[config.mk]
export PLATFORM = sky130hd
export DESIGN_NAME = famicom_pad_port
export DESIGN_NICKNAME = d
export VERILOG_FILES = /design/src/rtl/famicom_pad_port.sv
export SDC_FILE = /design/constraint.sdc
export NUM_CORES = 1
export LEC_CHECK = 0
export BUFFER_PORTS_ARGS = -buffer_cell sky130_fd_sc_hd__buf_2
export CORE_AREA = 5 5 69 55
export CTS_BUF_LIST = sky130_fd_sc_hd__clkbuf_4
export DETAILED_ROUTE_END_ITERATION = 6
export DIE_AREA = 0 0 74 60
export GPL_TIMING_DRIVEN = 0
export PLACE_DENSITY_LB_ADDON = 0.08
export SYNTH_ARGS = -nofsm -noshare
export SYNTH_HDL_FRONTEND = slang
export SYNTH_SLANG_ARGS = --single-unit
[constraint.sdc]
create_clock -name CLK -period 1.8 [get_ports CLK]
set_clock_uncertainty 0.1 [all_clocks]
set_input_delay 0.18 -clock CLK [delete_from_list [all_inputs] [get_ports CLK]]
set_output_delay 0.18 -clock CLK [all_outputs]
set_load 0.1 [all_outputs]
[src/rtl/famicom_pad_port.sv]
// famicom_pad_port: two 4021-style pad shift registers behind $4016/$4017.
// Optional turbo on A/B via `define PAD_TURBO_EN.
module famicom_pad_port #(
  parameter int          SYNC_STAGES = 2,
  parameter logic        FILL        = 1'b0,
  parameter logic [15:0] TURBO_DIV   = 16'd29830
) (
  input  logic       CLK,
  input  logic       RES,
  input  logic       OUT_0,
  input  logic       P4016_CUP,
  input  logic       P4017_CUP,
  input  logic [7:0] BTN1,
  input  logic [7:0] BTN2,
  input  logic [1:0] TURBO1,
  input  logic [1:0] TURBO2,
  output logic       P4016_D0,
  output logic       P4017_D0,
  output logic [3:0] SHIFT_CNT1,
  output logic [3:0] SHIFT_CNT2
);

  // bit 2 = OUT_0, bit 1 = P4017_CUP, bit 0 = P4016_CUP
  logic [SYNC_STAGES-1:0][2:0] sync_q;
  logic [2:0]                  sync_out;
  logic [1:0]                  cup_hist;
  logic                        load;
  logic                        edge1;
  logic                        edge2;
  logic [7:0]                  eff1;
  logic [7:0]                  eff2;
  logic [7:0]                  sr1;
  logic [7:0]                  sr2;
  logic [3:0]                  cnt1;
  logic [3:0]                  cnt2;

  // Synchronizer chain for the strobe and both read strobes
  always_ff @(posedge CLK) begin
    if (RES) begin
      sync_q <= '0;
    end else begin
      sync_q[0] <= {OUT_0, P4017_CUP, P4016_CUP};
      for (int i = 1; i < SYNC_STAGES; i++) begin
        sync_q[i] <= sync_q[i-1];
      end
    end
  end

  assign sync_out = sync_q[SYNC_STAGES-1];

  // History of the synchronized CUP lines for rising-edge detection
  always_ff @(posedge CLK) begin
    if (RES) begin
      cup_hist <= 2'b00;
    end else begin
      cup_hist <= sync_out[1:0];
    end
  end

  // The synchronized OUT_0 sample is the same age as the "current"
  // CUP sample in the edge detector, so both decisions line up.
  assign load  = sync_out[2];
  assign edge1 = sync_out[0] & ~cup_hist[0];
  assign edge2 = sync_out[1] & ~cup_hist[1];

`ifdef PAD_TURBO_EN
  logic [15:0] turbo_cnt;
  logic        turbo_phase;

  // Free-running turbo divider; phase flips on every wrap
  always_ff @(posedge CLK) begin
    if (RES) begin
      turbo_cnt   <= 16'd0;
      turbo_phase <= 1'b0;
    end else if (turbo_cnt == TURBO_DIV - 16'd1) begin
      turbo_cnt   <= 16'd0;
      turbo_phase <= ~turbo_phase;
    end else begin
      turbo_cnt <= turbo_cnt + 16'd1;
    end
  end

  assign eff1 = {BTN1[7:2], BTN1[1:0] | (TURBO1 & {2{turbo_phase}})};
  assign eff2 = {BTN2[7:2], BTN2[1:0] | (TURBO2 & {2{turbo_phase}})};
`else
  logic unused_turbo;

  assign unused_turbo = ^{TURBO1, TURBO2, TURBO_DIV};
  assign eff1         = BTN1;
  assign eff2         = BTN2;
`endif

  // Pad 1 register: load has priority over a shift
  always_ff @(posedge CLK) begin
    if (RES) begin
      sr1  <= 8'hFF;
      cnt1 <= 4'd0;
    end else if (load) begin
      sr1  <= ~eff1;
      cnt1 <= 4'd0;
    end else if (edge1) begin
      sr1  <= {FILL, sr1[7:1]};
      cnt1 <= (cnt1 == 4'd8) ? 4'd8 : cnt1 + 4'd1;
    end
  end

  // Pad 2 register: same behaviour, own read strobe
  always_ff @(posedge CLK) begin
    if (RES) begin
      sr2  <= 8'hFF;
      cnt2 <= 4'd0;
    end else if (load) begin
      sr2  <= ~eff2;
      cnt2 <= 4'd0;
    end else if (edge2) begin
      sr2  <= {FILL, sr2[7:1]};
      cnt2 <= (cnt2 == 4'd8) ? 4'd8 : cnt2 + 4'd1;
    end
  end

  assign P4016_D0   = sr1[0];
  assign P4017_D0   = sr2[0];
  assign SHIFT_CNT1 = cnt1;
  assign SHIFT_CNT2 = cnt2;

endmodule
# After elaboration in Yosys (flattened, before gate mapping)

Cells that the tools add are included.
W data, S select, Z words.

Eq/ne operators: 2
Bitwise logic cells: 6
Add/sub/neg operators: 2
Reduce and logical (&&, ||, !) cells: 3
Muxes and demuxes: 6

Operators by type and width:

| operator              | number |
|---|---|
| $mux W8               | 4 |
| $not A8 Y8            | 2 |
| $add A4 B1 Y4 const B | 2 |
| $eq A4 B4 Y1 const B  | 2 |
| $mux W4               | 2 |
| $reduce_bool A2 Y1    | 2 |
| $and A1 B1 Y1         | 2 |
| $not A1 Y1            | 2 |
| $reduce_or A2 Y1      | 1 |

Bits of input ports: 25
Logic and storage cells: 26
Bits in registers: 32
Output and inout bits: 10

# Longest topological paths before layout

Gate-level depths: netlist (run 1).

Word-level depth: 4
Mapped depth: 5
Mapped depth without buffers: 5

# Worst setup path before layout (run 1)

Ideal clock, no wire load.

Path type: reg-to-reg
From: register cnt1[0], in the netlist SHIFT_CNT1[0]
To: register cnt1[0], in the netlist SHIFT_CNT1[0]
Arrival time: 1.653 ns
Slack: -0.024 ns
Required time: 1.630 ns
Buffers on the path: 0
Period minus slack after synthesis: 1.824 ns
Setup time: 0.070 ns
Cell stages (with the launch flop): 6
Cell sequence: dfxtp_1 -> inv_1 -> ha_1 -> nand2_1 -> o211ai_1 -> a21oi_1

Longest elaborated chain between the ends: 2
Elaborated cells on any way between the ends: 3
Classes of those cells: add/sub (1); eq/ne (1); mux (1)

Ends and longest elaborated chain:

| what                                                 | line | RTL |
|---|---|---|
| start: declaration                                   | 34   | `logic [3:0] cnt1;` |
| start signal: assignment                             | 103  | `cnt1 <= (cnt1 == 4'd8) ? 4'd8 : cnt1 + 4'd1;` |
| $add A4 B1 Y4 / $eq A4 B4 Y1 (equally long branches) | 103  |  |
| $mux W4 (*)                                          | 103  |  |

Every way passes the cells marked *; elsewhere a longest branch is shown, timed or not.
A chain may end at the register's enable or synchronous reset.

# Worst setup path after layout (run 1)

From: register cup_hist[1]
To: register sr2[5]

Longest elaborated chain between the ends: 3

Ends and longest elaborated chain:

| what                         | line | RTL |
|---|---|---|
| start: declaration           | 26   | `logic [1:0] cup_hist;` |
| start signal: assignment     | 56   | `cup_hist <= sync_out[1:0];` |
| $not A1 Y1                   | 64   | `assign edge2 = sync_out[1] & ~cup_hist[1];` |
| $and A1 B1 Y1                | 64   |  |
| $reduce_bool A2 Y1 (no line) | --   |  |
| end signal: assignment       | 113  | `sr2 <= ~eff2;` |
| end signal: assignment       | 116  | `sr2 <= {FILL, sr2[7:1]};` |
| end: declaration             | 33   | `logic [7:0] sr2;` |

Every way passes these cells.

==> flow_summary.toml, run 1 <==
[run_status]
outcome = "complete, no violations"

[synthesis]
synth_top_area_share_pct = 44.4
syn_area_mm2 = 0.00144
ys_seq_area_share_pct = 44.4
yosys_warnings = 0
synthesis.nets = 188
synth_edf_count = 0
synthMostInstantiatedCell = "dfxtp_1"
synth_flop_cell = "dfxtp_1"
ys_async_sr_fraction_pct = 0
yosys-top-cells-area = "dfxtp_1 (44%), nor3b_1 (15%), nor2b_1 (10%), or4_1 (7.3%), a21oi_1 (3.5%)"
synthTopCellsByCount = "dfxtp_1 (32), nor3b_1 (28), nor2b_1 (24), or4_1 (14)"
ys_types = 18
yosysTopAreaCell = "dfxtp_1"
yosys_register_bits = 32
syn_avg_cell_area_um2 = 9.07
post_synth_inst_count = 159

[detailed_routing]
drt_drc_violations_left = 0
routed-wl-met2_um = 1350
wl_met1_um = 1390
top_layer = "met4"
dr_total_vias = 1222
vias_per_cell = 5.09
postRouteAntennaNets = 0
first_pass_iters = 4
wl_per_cell_um = 12.4
wl_met3_um = 188
wirelength_um = 2990
drt-initial-drc-count = 56

[timing]
setup_tns_ns = 0
grt_setup_unrepaired = "no"
hold_viol = 0
fmax_mhz = 656
finalCritPeriodShare_pct = 84.7
setup_viol = 0
fin_crit_ns = 1.53
worst_slew_pin_slew_ns = 0.487
drv_slew = 0
timing.slew.headroom_pct = 67.8
fin_ws_ns = 0.275

[power]
p_total_uw = 1370
p_seq_share_pct = 55.5
switching_power_uw = 360
p_int_uw = 1010
powerDensity_mw_per_mm2 = 794
power.leakage_uw = 0.000694
ir_worst_vdd_mv = 0.441
pwr-share-comb_pct = 14.6
switching_share_pct = 26.2
p_clk_share_pct = 30.0

[final_layout]
area.sequential_um2 = 643
diodes = 0
multi_input_area_um2 = 707
area_growth_syn_to_layout_pct = 20.0
final_cells = 240
drive_gt1_share_pct = 24.0
fillers = 287
nNetsFinal = 228

[setup_path]
crit_type = "flip-flop to flip-flop"
worst_setup_path_end_kind = "flip-flop"
worstSetupStartpointType = "flip-flop"
reg2reg_depth = 4
timing.rr.end = "sr2[5]"
cp-endpoint = "sr2[5]"
crit_start = "cup_hist[1]"
arrival_ns = 1.63
reg2reg_from = "cup_hist[1]"
crit_fanout = 10
rrSetupSlack_ns = 0.27
crit_required_ns = 1.90

[clocking]
cts_max_level = 2
clock-sinks = 32
ctsResizeCount = 0
cts_buffer_depth = 2
clock-root-buffer = "clkbuf_4"
cts_tree = "done"
clk_pin_slew_worst_paths_ns = 0.09
clk_latency_ns = 0.33
numCtsBuffers = 5
postCtsSetupRepairBufs = 0

[grt]
globalRouteTotalUtil_pct = 14.6
grt-ovfl-total = 0
grt_pass1_vias = 1148
grt_pass1_wl_um = 4920
antenna_found_initial = 0
grt_max_degree = 11

[floorplan]
die-area_mm2 = 0.00444
coreArea_mm2 = 0.00313
start_util_pct = 46.1
rows = 18
die-width_um = 74
ios = 35
die_y_um = 60

[placed_design]
place_congestion = 0.821
post-place-ws_ns = 0.288
dp_cells = 229
dp.final_hpwl_um = 2180
port_buffers = 30

[job]
drv_cap = 0

[worst_hold_path]
hold_class = "primary input to flip-flop"
## per-stage QoR
| step | hold slack, ns | area, um^2 | utilization [%] |
|---|---|---|---|
| 3_5_place_dp | 0.296 | 1650 | 52.6 |
| 5_1_grt | 0.0303 | 1730 | 55.3 |
| 3_3_place_gp | 0.287 | 1650 | 52.6 |
| 4_1_cts | 0.0178 | 1730 | 55.3 |
| 6_report | 0.0208 | 1730 | 55.3 |
| 2_1_floorplan | 0.185 | 1450 | - |
## worst max-delay path: stages, from the launching register on
cell	delay (ns)
dfxtp_1	0.33
nand2b_1	0.18
buf_2	0.24
nor3b_1	0.07
or4_1	0.48
## cells by family (layout without fill, tap and decap cells)
family	Yosys count	in the layout	synth area share, %
AOI/OAI and AO/OA	18	18	6.59
DFF	32	32	44.4
adders and majority gates	4	4	3.47
and+or+nand+nor	85	85	38.9
buffers and inverters	20	61	6.59
## flip-flops by register name, indices dropped and copies added (netlist names)
| register | count |
|---|---|
| sr1 | 8 |
| sr2 | 8 |
| SHIFT_CNT1 | 4 |
| SHIFT_CNT2 | 4 |
| sync_out | 3 |
| sync_q | 3 |
| cup_hist | 2 |
## cell type report
class,count,share of cell area (%)
clock buffers,7,3.03
clock inverters,1,0.217
inverters,8,1.73
multi-input cells,107,40.8
flip-flops and latches,32,37.1
plain buffers,12,3.76
repair buffers,33,10.4
well taps,40,2.89
## repair_timing
| action | 4_1_cts | 5_1_grt |
|---|---|---|
| endpoints found under the hold margin | 3 | 0 |
| hold buffers | 3 | 0 |
| setup endpoints to repair | 0 | 0 |
## worst min-delay path by stage
stage | start | cells past startpoint | to
3_3_place_gp | P4017_CUP | 2 | sync_q[1]
2_1_floorplan | RES | 1 | sr2[0]
4_1_cts | RES | 2 | sr2[2]
6_report | RES | 2 | sr2[2]
5_1_grt | RES | 2 | sr2[1]
3_5_place_dp | OUT_0 | 2 | sync_q[2]
## power groups by stage
stage	combinational, uW	sequential, uW	clock [uW]
4_1_cts	203	763	423
3_3_place_gp	191	777	0
5_1_grt	221	768	457
2_1_floorplan	103	817	0
3_5_place_dp	197	779	0
6_report	200	762	412
## metal layers
| metal | global-route usage [%] | vias up |
|---|---|---|
| li1 | - | 631 |
| met1 | 17.5 | 558 |
| met2 | 24.4 | 26 |
| met3 | 4.54 | 7 |
| met4 | 6.20 | 0 |
| met5 | 0 | - |
## cells in the final DEF (no fill, tap or decap)
cell           count
o21ai_0            6
dfxtp_2            2
nand3_1            2
ha_1               4
clkbuf_4           7
or2_2              1
nand4b_1           2
or3_1              2
buf_2             34
a21oi_1           10
buf_4              4
or4_1             14
nand2b_1           2
nand2_1           10
nor3b_1           28
inv_1              8
clkbuf_1           4
dlygate4sd3_1      3
clkinv_1           1
o211ai_1           2
nor2b_1           24
dfxtp_1           30
(Power assumes the default switching activity.)
==> inputs of run 2 (changes only) <==
Clock period 1.8 ns to 1.2 ns, I/O delays scaled along.
==> flow_summary.toml, run 2 (synthesis gave the netlist of run 1 again) <==
[final_layout]
area_growth_syn_to_layout_pct = 56.3
final_util_pct = 72.0
drive_gt1_share_pct = 48.2
final_cell_mix = "nor2b_1 (22), nor3b_1 (22), buf_2 (21)"
diodes = 0
reg_top3 = "sr1: 8 flops, sr2: 8 flops"
design_area_mm2 = 0.00225
nNetsFinal = 250

[clocking]
cts_max_level = 2
numCtsBuffers = 5
clk_pin_slew_worst_paths_ns = 0.10
cts_tree = "done"
cts_buffer_depth = 2
clk_latency_ns = 0.33
clock-sinks = 32
clock-root-buffer = "clkbuf_4"

[floorplan]
ios = 35
rows = 18
die_y_um = 60
coreArea_mm2 = 0.00313
die-width_um = 74
start_util_pct = 46.1
die-area_mm2 = 0.00444

[setup_path]
worstSetupStartpointType = "flip-flop"
slowest_delay_ns = 0.48
cp_common_cell = "buf_6"
reg2reg_depth = 4
cp_cell_sequence = "buf_6 -> buf_6 -> nor2b_1 -> or4_1"
crit_slowest_cell = "or4_1"
reg2reg_from = "sync_out[2]"
crit_start = "sync_out[2]"
crit_type = "flip-flop to flip-flop"
worst_setup_path_end_kind = "flip-flop"
arrival_ns = 1.54
crit_required_ns = 1.32
crit_fanout = 6

[timing]
grt_setup_unrepaired = "yes"
setup_viol = 16
fin_crit_ns = 1.42
fmax_mhz = 705
drv_slew = 0
finalCritPeriodShare_pct = 118
timing.slew.headroom_pct = 73.4
fin_ws_ns = -0.219
whs_ns = -0.0170
hold_viol = 5
worst_slew_pin_slew_ns = 0.399

[placed_design]
place_congestion = 0.745
dp.final_hpwl_um = 2240
port_buffers = 30
placed_area_mm2 = 0.00175

[detailed_routing]
vias_per_cell = 5.08
drt-initial-drc-count = 45
wl_per_cell_um = 13.8
first_pass_iters = 4
dr_total_vias = 1332
postRouteAntennaNets = 0
wirelength_um = 3630
drt_drc_violations_left = 0

[run_status]
failed_checks = "hold timing, setup timing"
outcome = "complete, but fails checks"

[grt]
antenna_found_initial = 0
globalRouteTotalUtil_pct = 16.8
grt-ovfl-total = 0
grt_max_degree = 11
grt_pass1_wl_um = 5670
grt_pass1_vias = 1282

[power]
ir_worst_vdd_mv = 0.610
power.leakage_uw = 0.000881
powerDensity_mw_per_mm2 = 970

[job]
drv_cap = 0

[worst_hold_path]
worstHoldPathCells = 2
hold_class = "primary input to flip-flop"
min_from = "RES"
==> run 2: changes by cell type in the layout (fill, tap and decap cells not counted), moves of 6 or more <==
| cell | before | now |
|---|---|---|
| a21oi_1 | 10 | 4 |
| a21oi_2 | 0 | 6 |
| buf_2 | 34 | 21 |
| buf_4 | 4 | 12 |
| buf_6 | 0 | 15 |
| buf_8 | 0 | 6 |
| dfxtp_1 | 30 | 17 |
| dfxtp_4 | 0 | 9 |
| dlygate4sd3_1 | 3 | 9 |
| nor3b_1 | 28 | 22 |
| nor3b_2 | 0 | 6 |
==> run 2: worst paths after layout <==
check | slack [ns] | end
worst min-delay path | -0.02 | sr2[1]
worst max register to register | -0.22 | sr1[5]
worst min register to register | 0.34 | sync_out[0]
worst max-delay path | -0.22 | sr1[5]
==> run 2: layout make-up <==
type                       count  area (um^2)
clock inverter                 1         3.75
tap                           40         50.0
clock buffer                   7         52.6
inverter                       8         30.0
fill                         230          876
timing repair buffer          56          475
buffer                        11          109
sequential                    32          682
multi-input combinational    107          852
==> run 2: metal layers <==
layer  up-vias  global-route usage (%)  part of all wire [%]  routed length [um]
met4         0                    5.43                   2.0                  74
met5         -                       0                     0                   0
met3         9                    6.05                   5.6                 203
met2        29                    27.7                    46                1670
li1        678                       -                     -                   -
met1       616                    20.5                    46                1680
==> run 2: stage by stage <==
| stage | instances | setup TNS, ns | worst slack [ns] | total power (uW) |
|---|---|---|---|---|
| finish | 262 | -2.79 | -0.219 | 2190 |
| global route | 262 | -3.54 | -0.254 | 2300 |
| CTS | 255 | -2.60 | -0.194 | 2160 |
| detailed placement | 229 | -3.78 | -0.245 | 1460 |
| global placement | 229 | -3.50 | -0.222 | 1450 |
| floorplan | 159 | -1.95 | -0.124 | 1380 |
==> run 2: worst max-delay path: cells and delay by family, from the launching register on <==
kind / cells / cell delay (ns)
simple gates: 2 / 0.59
buf+inv: 2 / 0.26
flops: 1 / 0.35
==> run 2: timing repair <==
action                                  4_1_cts  5_1_grt
buffers inserted                             11        4
resized for setup                            41       24
gates cloned                                  1        2
pin swaps                                    19       10
hold endpoints to repair                     12        5
endpoints found under the setup margin       32       29
hold buffers                                  8        1
==> run 2: report_power, final <==
part,internal [uW],total [uW],switching (uW)
combinational,217,412,195
sequential,1110,1140,32.6
clock,270,637,367
